--- src/rtl/regfile_wb_arbiter.sv ---
// Shares the register-file write port between LSU and ALU writeback. ALU results
// wait in a small FIFO; decode gets a combinational hazard flag for pending writes.
module regfile_wb_arbiter #(
    parameter int ADDRESS_WIDTH = 5,
    parameter int DATA_WIDTH    = 32,
    parameter int FIFO_DEPTH    = 2,
    parameter int STARVE_LIMIT  = 4
) (
    input  logic                          clk,
    input  logic                          rst_n,
    input  logic                          alu_valid,
    output logic                          alu_ready,
    input  logic [ADDRESS_WIDTH-1:0]      alu_rd,
    input  logic [DATA_WIDTH-1:0]         alu_data,
    input  logic                          lsu_valid,
    output logic                          lsu_ready,
    input  logic [ADDRESS_WIDTH-1:0]      lsu_rd,
    input  logic [DATA_WIDTH-1:0]         lsu_data,
    input  logic [ADDRESS_WIDTH-1:0]      rs1,
    input  logic [ADDRESS_WIDTH-1:0]      rs2,
    output logic                          hazard,
    output logic                          we3,
    output logic [ADDRESS_WIDTH-1:0]      ad3,
    output logic [DATA_WIDTH-1:0]         wd3,
    output logic [$clog2(FIFO_DEPTH):0]   fifo_count
);

    localparam int PTR_W = $clog2(FIFO_DEPTH);
    localparam int CNT_W = PTR_W + 1;
    localparam int SC_W  = $clog2(STARVE_LIMIT + 1);
    localparam logic [CNT_W-1:0]         FULL_CNT   = CNT_W'(FIFO_DEPTH);
    localparam logic [CNT_W-1:0]         CNT_ZERO   = {CNT_W{1'b0}};
    localparam logic [SC_W-1:0]          STARVE_MAX = SC_W'(STARVE_LIMIT);
    localparam logic [SC_W-1:0]          SC_ZERO    = {SC_W{1'b0}};
    localparam logic [ADDRESS_WIDTH-1:0] REG_ZERO   = {ADDRESS_WIDTH{1'b0}};

    logic [ADDRESS_WIDTH-1:0] mem_rd_r   [FIFO_DEPTH];
    logic [DATA_WIDTH-1:0]    mem_data_r [FIFO_DEPTH];
    logic [PTR_W-1:0]         wr_ptr_r;
    logic [PTR_W-1:0]         rd_ptr_r;
    logic [CNT_W-1:0]         count_r;
    logic [SC_W-1:0]          starve_cnt_r;
    logic                     force_r;
    logic                     we3_r;
    logic [ADDRESS_WIDTH-1:0] ad3_r;
    logic [DATA_WIDTH-1:0]    wd3_r;

    logic                     alu_ready_s;
    logic                     lsu_ready_s;
    logic                     fifo_ne_s;
    logic                     push_s;
    logic                     lsu_grant_s;
    logic                     pop_s;
    logic                     issue_s;
    logic [ADDRESS_WIDTH-1:0] issue_rd_s;
    logic [DATA_WIDTH-1:0]    issue_data_s;
    logic [CNT_W-1:0]         count_nxt_s;
    logic [SC_W-1:0]          starve_nxt_s;
    logic                     force_nxt_s;
    logic [FIFO_DEPTH-1:0]    slot_valid_s;
    logic                     hazard_s;

    // x0 is hard-wired, so neither a pending write to it nor a read of it is a hazard
    function automatic logic src_hit(input logic [ADDRESS_WIDTH-1:0] rs,
                                     input logic [ADDRESS_WIDTH-1:0] rd);
        return (rs != REG_ZERO) && (rs == rd);
    endfunction

    assign alu_ready  = alu_ready_s;
    assign lsu_ready  = lsu_ready_s;
    assign hazard     = hazard_s;
    assign we3        = we3_r;
    assign ad3        = ad3_r;
    assign wd3        = wd3_r;
    assign fifo_count = count_r;

    // Handshakes and write-port arbitration: a forced or uncontested FIFO head wins, else the LSU
    always_comb begin
        alu_ready_s  = (count_r != FULL_CNT);
        lsu_ready_s  = ~force_r;
        fifo_ne_s    = (count_r != CNT_ZERO);
        push_s       = alu_valid && alu_ready_s && (alu_rd != REG_ZERO);
        lsu_grant_s  = lsu_valid && lsu_ready_s && (lsu_rd != REG_ZERO);
        pop_s        = 1'b0;
        issue_s      = 1'b0;
        issue_rd_s   = ad3_r;
        issue_data_s = wd3_r;
        if (fifo_ne_s && (force_r || !lsu_grant_s)) begin
            pop_s        = 1'b1;
            issue_s      = 1'b1;
            issue_rd_s   = mem_rd_r[rd_ptr_r];
            issue_data_s = mem_data_r[rd_ptr_r];
        end else if (lsu_grant_s) begin
            issue_s      = 1'b1;
            issue_rd_s   = lsu_rd;
            issue_data_s = lsu_data;
        end else begin
            issue_s      = 1'b0;
        end
    end

    // Occupancy, starvation counter and force-flag next state
    always_comb begin
        count_nxt_s  = count_r;
        starve_nxt_s = starve_cnt_r;
        force_nxt_s  = force_r;
        case ({push_s, pop_s})
            2'b10:   count_nxt_s = count_r + CNT_W'(1);
            2'b01:   count_nxt_s = count_r - CNT_W'(1);
            default: count_nxt_s = count_r;
        endcase
        if (!fifo_ne_s || pop_s) begin
            starve_nxt_s = SC_ZERO;
            force_nxt_s  = 1'b0;
        end else if (lsu_grant_s) begin
            starve_nxt_s = (starve_cnt_r >= STARVE_MAX) ? STARVE_MAX : starve_cnt_r + SC_W'(1);
            force_nxt_s  = (starve_nxt_s >= STARVE_MAX);
        end else begin
            starve_nxt_s = starve_cnt_r;
            force_nxt_s  = force_r;
        end
    end

    // Which FIFO slots hold live entries, by distance from the read pointer
    always_comb begin
        slot_valid_s = {FIFO_DEPTH{1'b0}};
        for (int i = 0; i < FIFO_DEPTH; i++) begin
            slot_valid_s[i] = ({1'b0, PTR_W'(PTR_W'(i) - rd_ptr_r)} < count_r);
        end
    end

    // Read-hazard flag against every queued write and the write currently on the port
    always_comb begin
        hazard_s = we3_r && (src_hit(rs1, ad3_r) || src_hit(rs2, ad3_r));
        for (int i = 0; i < FIFO_DEPTH; i++) begin
            hazard_s = hazard_s | (slot_valid_s[i] &&
                       (src_hit(rs1, mem_rd_r[i]) || src_hit(rs2, mem_rd_r[i])));
        end
    end

    // ALU pending-write FIFO storage and pointers
    always_ff @(posedge clk or negedge rst_n) begin
        if (!rst_n) begin
            for (int i = 0; i < FIFO_DEPTH; i++) begin
                mem_rd_r[i]   <= REG_ZERO;
                mem_data_r[i] <= {DATA_WIDTH{1'b0}};
            end
            wr_ptr_r <= {PTR_W{1'b0}};
            rd_ptr_r <= {PTR_W{1'b0}};
            count_r  <= CNT_ZERO;
        end else begin
            if (push_s) begin
                mem_rd_r[wr_ptr_r]   <= alu_rd;
                mem_data_r[wr_ptr_r] <= alu_data;
                wr_ptr_r             <= wr_ptr_r + PTR_W'(1);
            end else begin
                wr_ptr_r             <= wr_ptr_r;
            end
            if (pop_s) begin
                rd_ptr_r <= rd_ptr_r + PTR_W'(1);
            end else begin
                rd_ptr_r <= rd_ptr_r;
            end
            count_r <= count_nxt_s;
        end
    end

    // Starvation tracking
    always_ff @(posedge clk or negedge rst_n) begin
        if (!rst_n) begin
            starve_cnt_r <= SC_ZERO;
            force_r      <= 1'b0;
        end else begin
            starve_cnt_r <= starve_nxt_s;
            force_r      <= force_nxt_s;
        end
    end

    // Registered write port; address and data hold when nothing is issued
    always_ff @(posedge clk or negedge rst_n) begin
        if (!rst_n) begin
            we3_r <= 1'b0;
            ad3_r <= REG_ZERO;
            wd3_r <= {DATA_WIDTH{1'b0}};
        end else begin
            we3_r <= issue_s;
            ad3_r <= issue_rd_s;
            wd3_r <= issue_data_s;
        end
    end

endmodule
--- config.mk ---
export PLATFORM = sky130hd
export DESIGN_NAME = regfile_wb_arbiter
export DESIGN_NICKNAME = d
export VERILOG_FILES = /design/src/rtl/regfile_wb_arbiter.sv
export SDC_FILE = /design/constraint.sdc
export NUM_CORES = 1
export LEC_CHECK = 0
export ABC_AREA = 1
export ABC_CLOCK_PERIOD_IN_PS = 2500
export CORE_AREA = 2 2 112 114
export CTS_BUF_LIST = sky130_fd_sc_hd__clkbuf_2 sky130_fd_sc_hd__clkbuf_4 sky130_fd_sc_hd__clkbuf_8
export DETAILED_ROUTE_END_ITERATION = 7
export DIE_AREA = 0 0 114 116
export PLACE_DENSITY = 0.85
export SLEW_MARGIN = 20
export SYNTH_ARGS = -nofsm -noshare
export SYNTH_HDL_FRONTEND = slang
export SYNTH_SLANG_ARGS = --single-unit
--- constraint.sdc ---
create_clock -name clk -period 2.5 [get_ports clk]
set_clock_uncertainty 0.2 [all_clocks]
set_input_delay 0.5 -clock clk [delete_from_list [all_inputs] [get_ports clk]]
set_output_delay 0.5 -clock clk [all_outputs]
set_load 0.02 [all_outputs]
==> flow_summary.html, run 1 <==
<table>
<tr><th>Metric</th><th>Value</th></tr>
<tr><th colspan="2">Pwr</th></tr>
<tr><td>Power per unit of standard cell area</td><td>around 1200 nW/um^2</td></tr>
<tr><td>Worst IR drop on VDD</td><td>approximately 0.00049 V</td></tr>
<tr><td>Proportion of total power due to net switching</td><td>approximately two fifths</td></tr>
<tr><td>Share of total power in the clock network</td><td>around a fifth</td></tr>
<tr><td>Internal portion of total power</td><td>between 5 and 6 mW</td></tr>
<tr><td>Psw</td><td>~3.6 mW</td></tr>
<tr><td>Overall power after layout</td><td>about 9.1 mW</td></tr>
<tr><td>Combinational power share</td><td>a little over two fifths</td></tr>
<tr><td>Register share of total power</td><td>a little under two fifths</td></tr>
<tr><td>Leakage dissipation</td><td>around 3.9 nW</td></tr>
<tr><th colspan="2">Routing</th></tr>
<tr><td>Total vias in the final route</td><td>approximately 5100</td></tr>
<tr><td>Violation count after the first detailed-routing iteration</td><td>~390</td></tr>
<tr><td>Count of unresolved DRC violations after routing</td><td>0</td></tr>
<tr><td>Vias/cell</td><td>4.98</td></tr>
<tr><td>Wire length per cell after detailed routing</td><td>13.9 microns</td></tr>
<tr><td>Routed met1 length</td><td>about 6.3 mm</td></tr>
<tr><td>Total length of routed met3 wires</td><td>829 microns</td></tr>
<tr><td>Antenna-violating nets left</td><td>0</td></tr>
<tr><td>Total length of routed met2 wires</td><td>about 6.9 mm</td></tr>
<tr><td>Drt pass-1 iters</td><td>4</td></tr>
<tr><td>Highest routing layer actually used</td><td>met4</td></tr>
<tr><td>Total wirelength of the detailed-routed design</td><td>roughly 14 mm</td></tr>
<tr><th colspan="2">Synthesis</th></tr>
<tr><td>Fraction of the mapped netlist area in simple logic gates</td><td>about 28%</td></tr>
<tr><td>Post-synthesis cell type count</td><td>26</td></tr>
<tr><td>Nets in the synthesized netlist</td><td>between 800 and 900</td></tr>
<tr><td>Library cell with the largest summed area after synthesis</td><td>sky130_fd_sc_hd__dfrtp_1</td></tr>
<tr><td>Instance count of the mapped netlist</td><td>approximately 740</td></tr>
<tr><td>Proportion of synthesized area in mux cells</td><td>0%</td></tr>
<tr><td>Share of the synthesized area in compound gates (AO/OA/AOI/OAI)</td><td>8.98%</td></tr>
<tr><td>Area share of the leading cell type in the synthesized netlist</td><td>roughly 50%</td></tr>
<tr><td>Main combinational cell family by area after synthesis</td><td>simple AND/OR/NAND/NOR gates</td></tr>
<tr><td>Top cells by area, synth</td><td>sky130_fd_sc_hd__dfrtp_1, sky130_fd_sc_hd__nand2_1, sky130_fd_sc_hd__nand3_1</td></tr>
<tr><td>Synth Area in XOR/XNOR</td><td>3.60%</td></tr>
<tr><td>Sequential share of the synthesized area</td><td>between 50% and 60%</td></tr>
<tr><td>Total of warnings raised by yosys</td><td>0</td></tr>
<tr><td>Post-synthesis register bit count</td><td>~120</td></tr>
<tr><td>Adder and majority cell fraction of the synthesized area</td><td>less than 1%</td></tr>
<tr><td>Syn Area/Cell</td><td>roughly 7.8 sq um</td></tr>
<tr><td>Synthesized cell area</td><td>a little under 6000 sq um</td></tr>
<tr><th colspan="2">Floorplan</th></tr>
<tr><td>Area of the core</td><td>roughly 12000 sq um</td></tr>
<tr><td>Die width</td><td>roughly 110 microns</td></tr>
<tr><td>Number of cell rows</td><td>40</td></tr>
<tr><td>Initial cell density of the core</td><td>roughly half</td></tr>
<tr><td>Die area</td><td>13200 sq um</td></tr>
<tr><td>Vertical die dimension</td><td>116 microns</td></tr>
<tr><td>Top-Level Pins</td><td>~130</td></tr>
<tr><th colspan="2">Min path</th></tr>
<tr><td>Hold/Removal Path Class</td><td>flip-flop to flip-flop</td></tr>
<tr><th colspan="2">Place</th></tr>
<tr><td>Input/output buffers</td><td>130</td></tr>
<tr><td>HPWL after detailed placement</td><td>roughly 9.4 mm</td></tr>
<tr><td>Routability Congestion</td><td>~0.86</td></tr>
<tr><td>Post-Place Cells</td><td>997</td></tr>
<tr><th colspan="2">Layout</th></tr>
<tr><td>Area added between synthesis and finish</td><td>32.5%</td></tr>
<tr><td>Count of non-filler cells in the finished layout</td><td>between 1000 and 1500</td></tr>
<tr><td>Most used cells in the layout excluding fill and tap cells</td><td>sky130_fd_sc_hd__nand2_1, sky130_fd_sc_hd__dfrtp_1, sky130_fd_sc_hd__clkdlybuf4s50_1</td></tr>
<tr><td>Fraction of layout instances using a drive strength above 1</td><td>slightly below 9%</td></tr>
<tr><td>Leading cell type in the layout, fill and taps excluded</td><td>sky130_fd_sc_hd__nand2_1</td></tr>
<tr><td>Antenna diode instance count</td><td>0</td></tr>
<tr><td>Final layout net count</td><td>962</td></tr>
<tr><th colspan="2">Global routing</th></tr>
<tr><td>Wire length of the first global-routing pass</td><td>about 24 mm</td></tr>
<tr><td>Initial antenna violation count</td><td>0</td></tr>
<tr><td>Via count of the first global-routing pass</td><td>between 4000 and 5000</td></tr>
<tr><td>Overall fraction of global-route tracks in use</td><td>around 23%</td></tr>
<tr><td>Pin count of the biggest net entering global routing</td><td>120</td></tr>
<tr><td>Global route total overflow</td><td>0</td></tr>
<tr><th colspan="2">Timing</th></tr>
<tr><td>Slew of the pin with the lowest slew margin</td><td>between 0.6 and 0.7 ns</td></tr>
<tr><td>Worst relative slew slack</td><td>between 50% and 60%</td></tr>
<tr><td>Final-report hold violation count</td><td>0</td></tr>
<tr><td>Post-layout min period</td><td>~2.3 ns</td></tr>
<tr><td>Final clock period utilization by the worst path</td><td>a little over 90%</td></tr>
<tr><td>Top achievable clock speed</td><td>429 MHz</td></tr>
<tr><td>Total of endpoints with negative setup slack in the final report</td><td>0</td></tr>
<tr><td>Worst slack on hold paths</td><td>between 0.2 and 0.3 ns</td></tr>
<tr><td>Unrepaired setup endpoints after global routing</td><td>false</td></tr>
<tr><td>Number of pins exceeding their max-slew limit in the final report</td><td>0</td></tr>
<tr><th colspan="2">Clock network</th></tr>
<tr><td>Maximum clock path buffer count</td><td>2</td></tr>
<tr><td>Clock latency reported for the late side of the worst-skew pair</td><td>roughly 0.42 ns</td></tr>
<tr><td>TritonCTS sink count</td><td>roughly 120</td></tr>
<tr><td>CTS tree</td><td>yes</td></tr>
<tr><td>Clock edge transition at the registers on the reported setup and hold paths</td><td>around 0.080 ns</td></tr>
<tr><td>CTS Buf Count</td><td>17</td></tr>
<tr><td>Root Buffer Master</td><td>sky130_fd_sc_hd__clkbuf_8</td></tr>
<tr><td>H-tree lvl count</td><td>4</td></tr>
<tr><th colspan="2">Setup path</th></tr>
<tr><td>CP arrival</td><td>approximately 1.6 ns</td></tr>
<tr><td>CP Class</td><td>flip-flop to output pin</td></tr>
<tr><td>Critical path startpoint category</td><td>flip-flop</td></tr>
<tr><td>Worst setup EP type</td><td>output pin</td></tr>
<tr><td>WP data required</td><td>approximately 1.8 ns</td></tr>
<tr><td>Top fanout value on the critical path</td><td>5</td></tr>
<tr><th colspan="2">Run</th></tr>
<tr><td>Max capacitance violation total</td><td>0</td></tr>
<tr><th colspan="2">Run status</th></tr>
<tr><td>Outcome</td><td>finished clean</td></tr>
</table>
## cells by family after synthesis
logic type,count (synthesis)
flip-flops,119
AND/OR/NAND/NOR,406
adder cells (fa/ha/maj),3
buffers and inverters,105
AO/OA/AOI/OAI,87
XOR/XNOR,24
## state kept, by name, indices dropped and copies added, names as in the netlist
name,flops
ad3,5
wd3,32
mem_data_r,64
we3,1
mem_rd_r,10
rd_ptr_r,1
fifo_count,2
wr_ptr_r,1
starve_cnt_r,3
## area by class of cell
type / count / area [sq um]
multi-input cells: 520 / 2430
inverters: 66 / 248
repair buffers: 147 / 1470
flip-flops and latches: 119 / 2980
clock inverters: 11 / 150
clock buffers: 20 / 269
fillers: 1028 / 4180
well taps: 147 / 184
## power by group through the flow
stage	sequential [mW]	combinational (mW)	clock (mW)
CTS	3.36	3.98	1.85
global route	3.47	4.40	1.95
finish	3.37	3.94	1.82
detailed placement	3.39	3.96	0
floorplan	3.64	2.19	0
global placement	3.34	3.88	0
## metal layers
layer	global-route usage [%]	vias up
li1	-	2580
met1	30.5	2383
met2	36.6	146
met3	5.33	24
met4	9.11	0
met5	0	-
## cells in the mapped netlist, drive strengths merged
master,number
nor2,24
nand2,301
o211ai,3
xor2,10
clkinv,1
ha,3
nand3,78
o21ai,82
inv,65
a21boi,1
clkbuf,22
a21oi,1
nor3,1
buf,17
or2,1
xnor2,14
dfrtp,119
nand4,1
## critical path, stage by stage (launching register included)
cell                              delay (ns)
sky130_fd_sc_hd__dfrtp_1                0.38
sky130_fd_sc_hd__buf_4                  0.17
sky130_fd_sc_hd__nand2_1                0.07
sky130_fd_sc_hd__clkdlybuf4s50_1        0.60
## repair_timing
item | in CTS | in global routing
hold endpoints to repair | 77 | 0
gates resized for setup | 13 | 1
buffers inserted | 0 | 1
gates cloned | 0 | 0
hold buffers | 1 | 0
endpoints found under the setup margin | 1 | 1
## through the flow
stage               setup WS (ns)  utilization, %  instance area (sq um)  TNS, ns
global placement           -0.412            61.4                   7310   -0.412
finish                      0.171            64.9                   7730        0
CTS                        0.0651            64.9                   7730        0
floorplan                   0.372               -                   5840        0
global route               0.0153            64.9                   7730        0
detailed placement         -0.447            61.4                   7310   -0.447
## final timing paths
path | end | start | slack [ns] | cells past startpoint
min in group asynchronous | wd3[23]$_DFFE_PN0P_ | rst_n | 0.51 | 3
worst max register to register | fifo_count[1]$_DFFE_PN0P_ | fifo_count[1]$_DFFE_PN0P_ | 0.65 | 7
max in group asynchronous | rd_ptr_r$_DFFE_PN0N_ | rst_n | 1.12 | 3
worst min-delay path | starve_cnt_r[0]$_DFFE_PN0P_ | starve_cnt_r[0]$_DFFE_PN0P_ | 0.26 | 1
worst max-delay path | alu_ready | fifo_count[1]$_DFFE_PN0P_ | 0.17 | 3
worst min register to register | starve_cnt_r[0]$_DFFE_PN0P_ | starve_cnt_r[0]$_DFFE_PN0P_ | 0.26 | 1
Note: power is estimated with default switching activity, not from simulation.
==> run 2, diff against run 1 <==
--- a/config.mk
+++ b/config.mk
@@ -9,6 +9,7 @@
 export ABC_CLOCK_PERIOD_IN_PS = 2500
 export CORE_AREA = 2 2 112 114
 export CTS_BUF_LIST = sky130_fd_sc_hd__clkbuf_2 sky130_fd_sc_hd__clkbuf_4 sky130_fd_sc_hd__clkbuf_8
+export CTS_CLUSTER_DIAMETER = 100
 export DETAILED_ROUTE_END_ITERATION = 7
 export DIE_AREA = 0 0 114 116
 export PLACE_DENSITY = 0.85
==> results of run 2 <==
Final layout, timing and power as in run 1 (identical DEF).
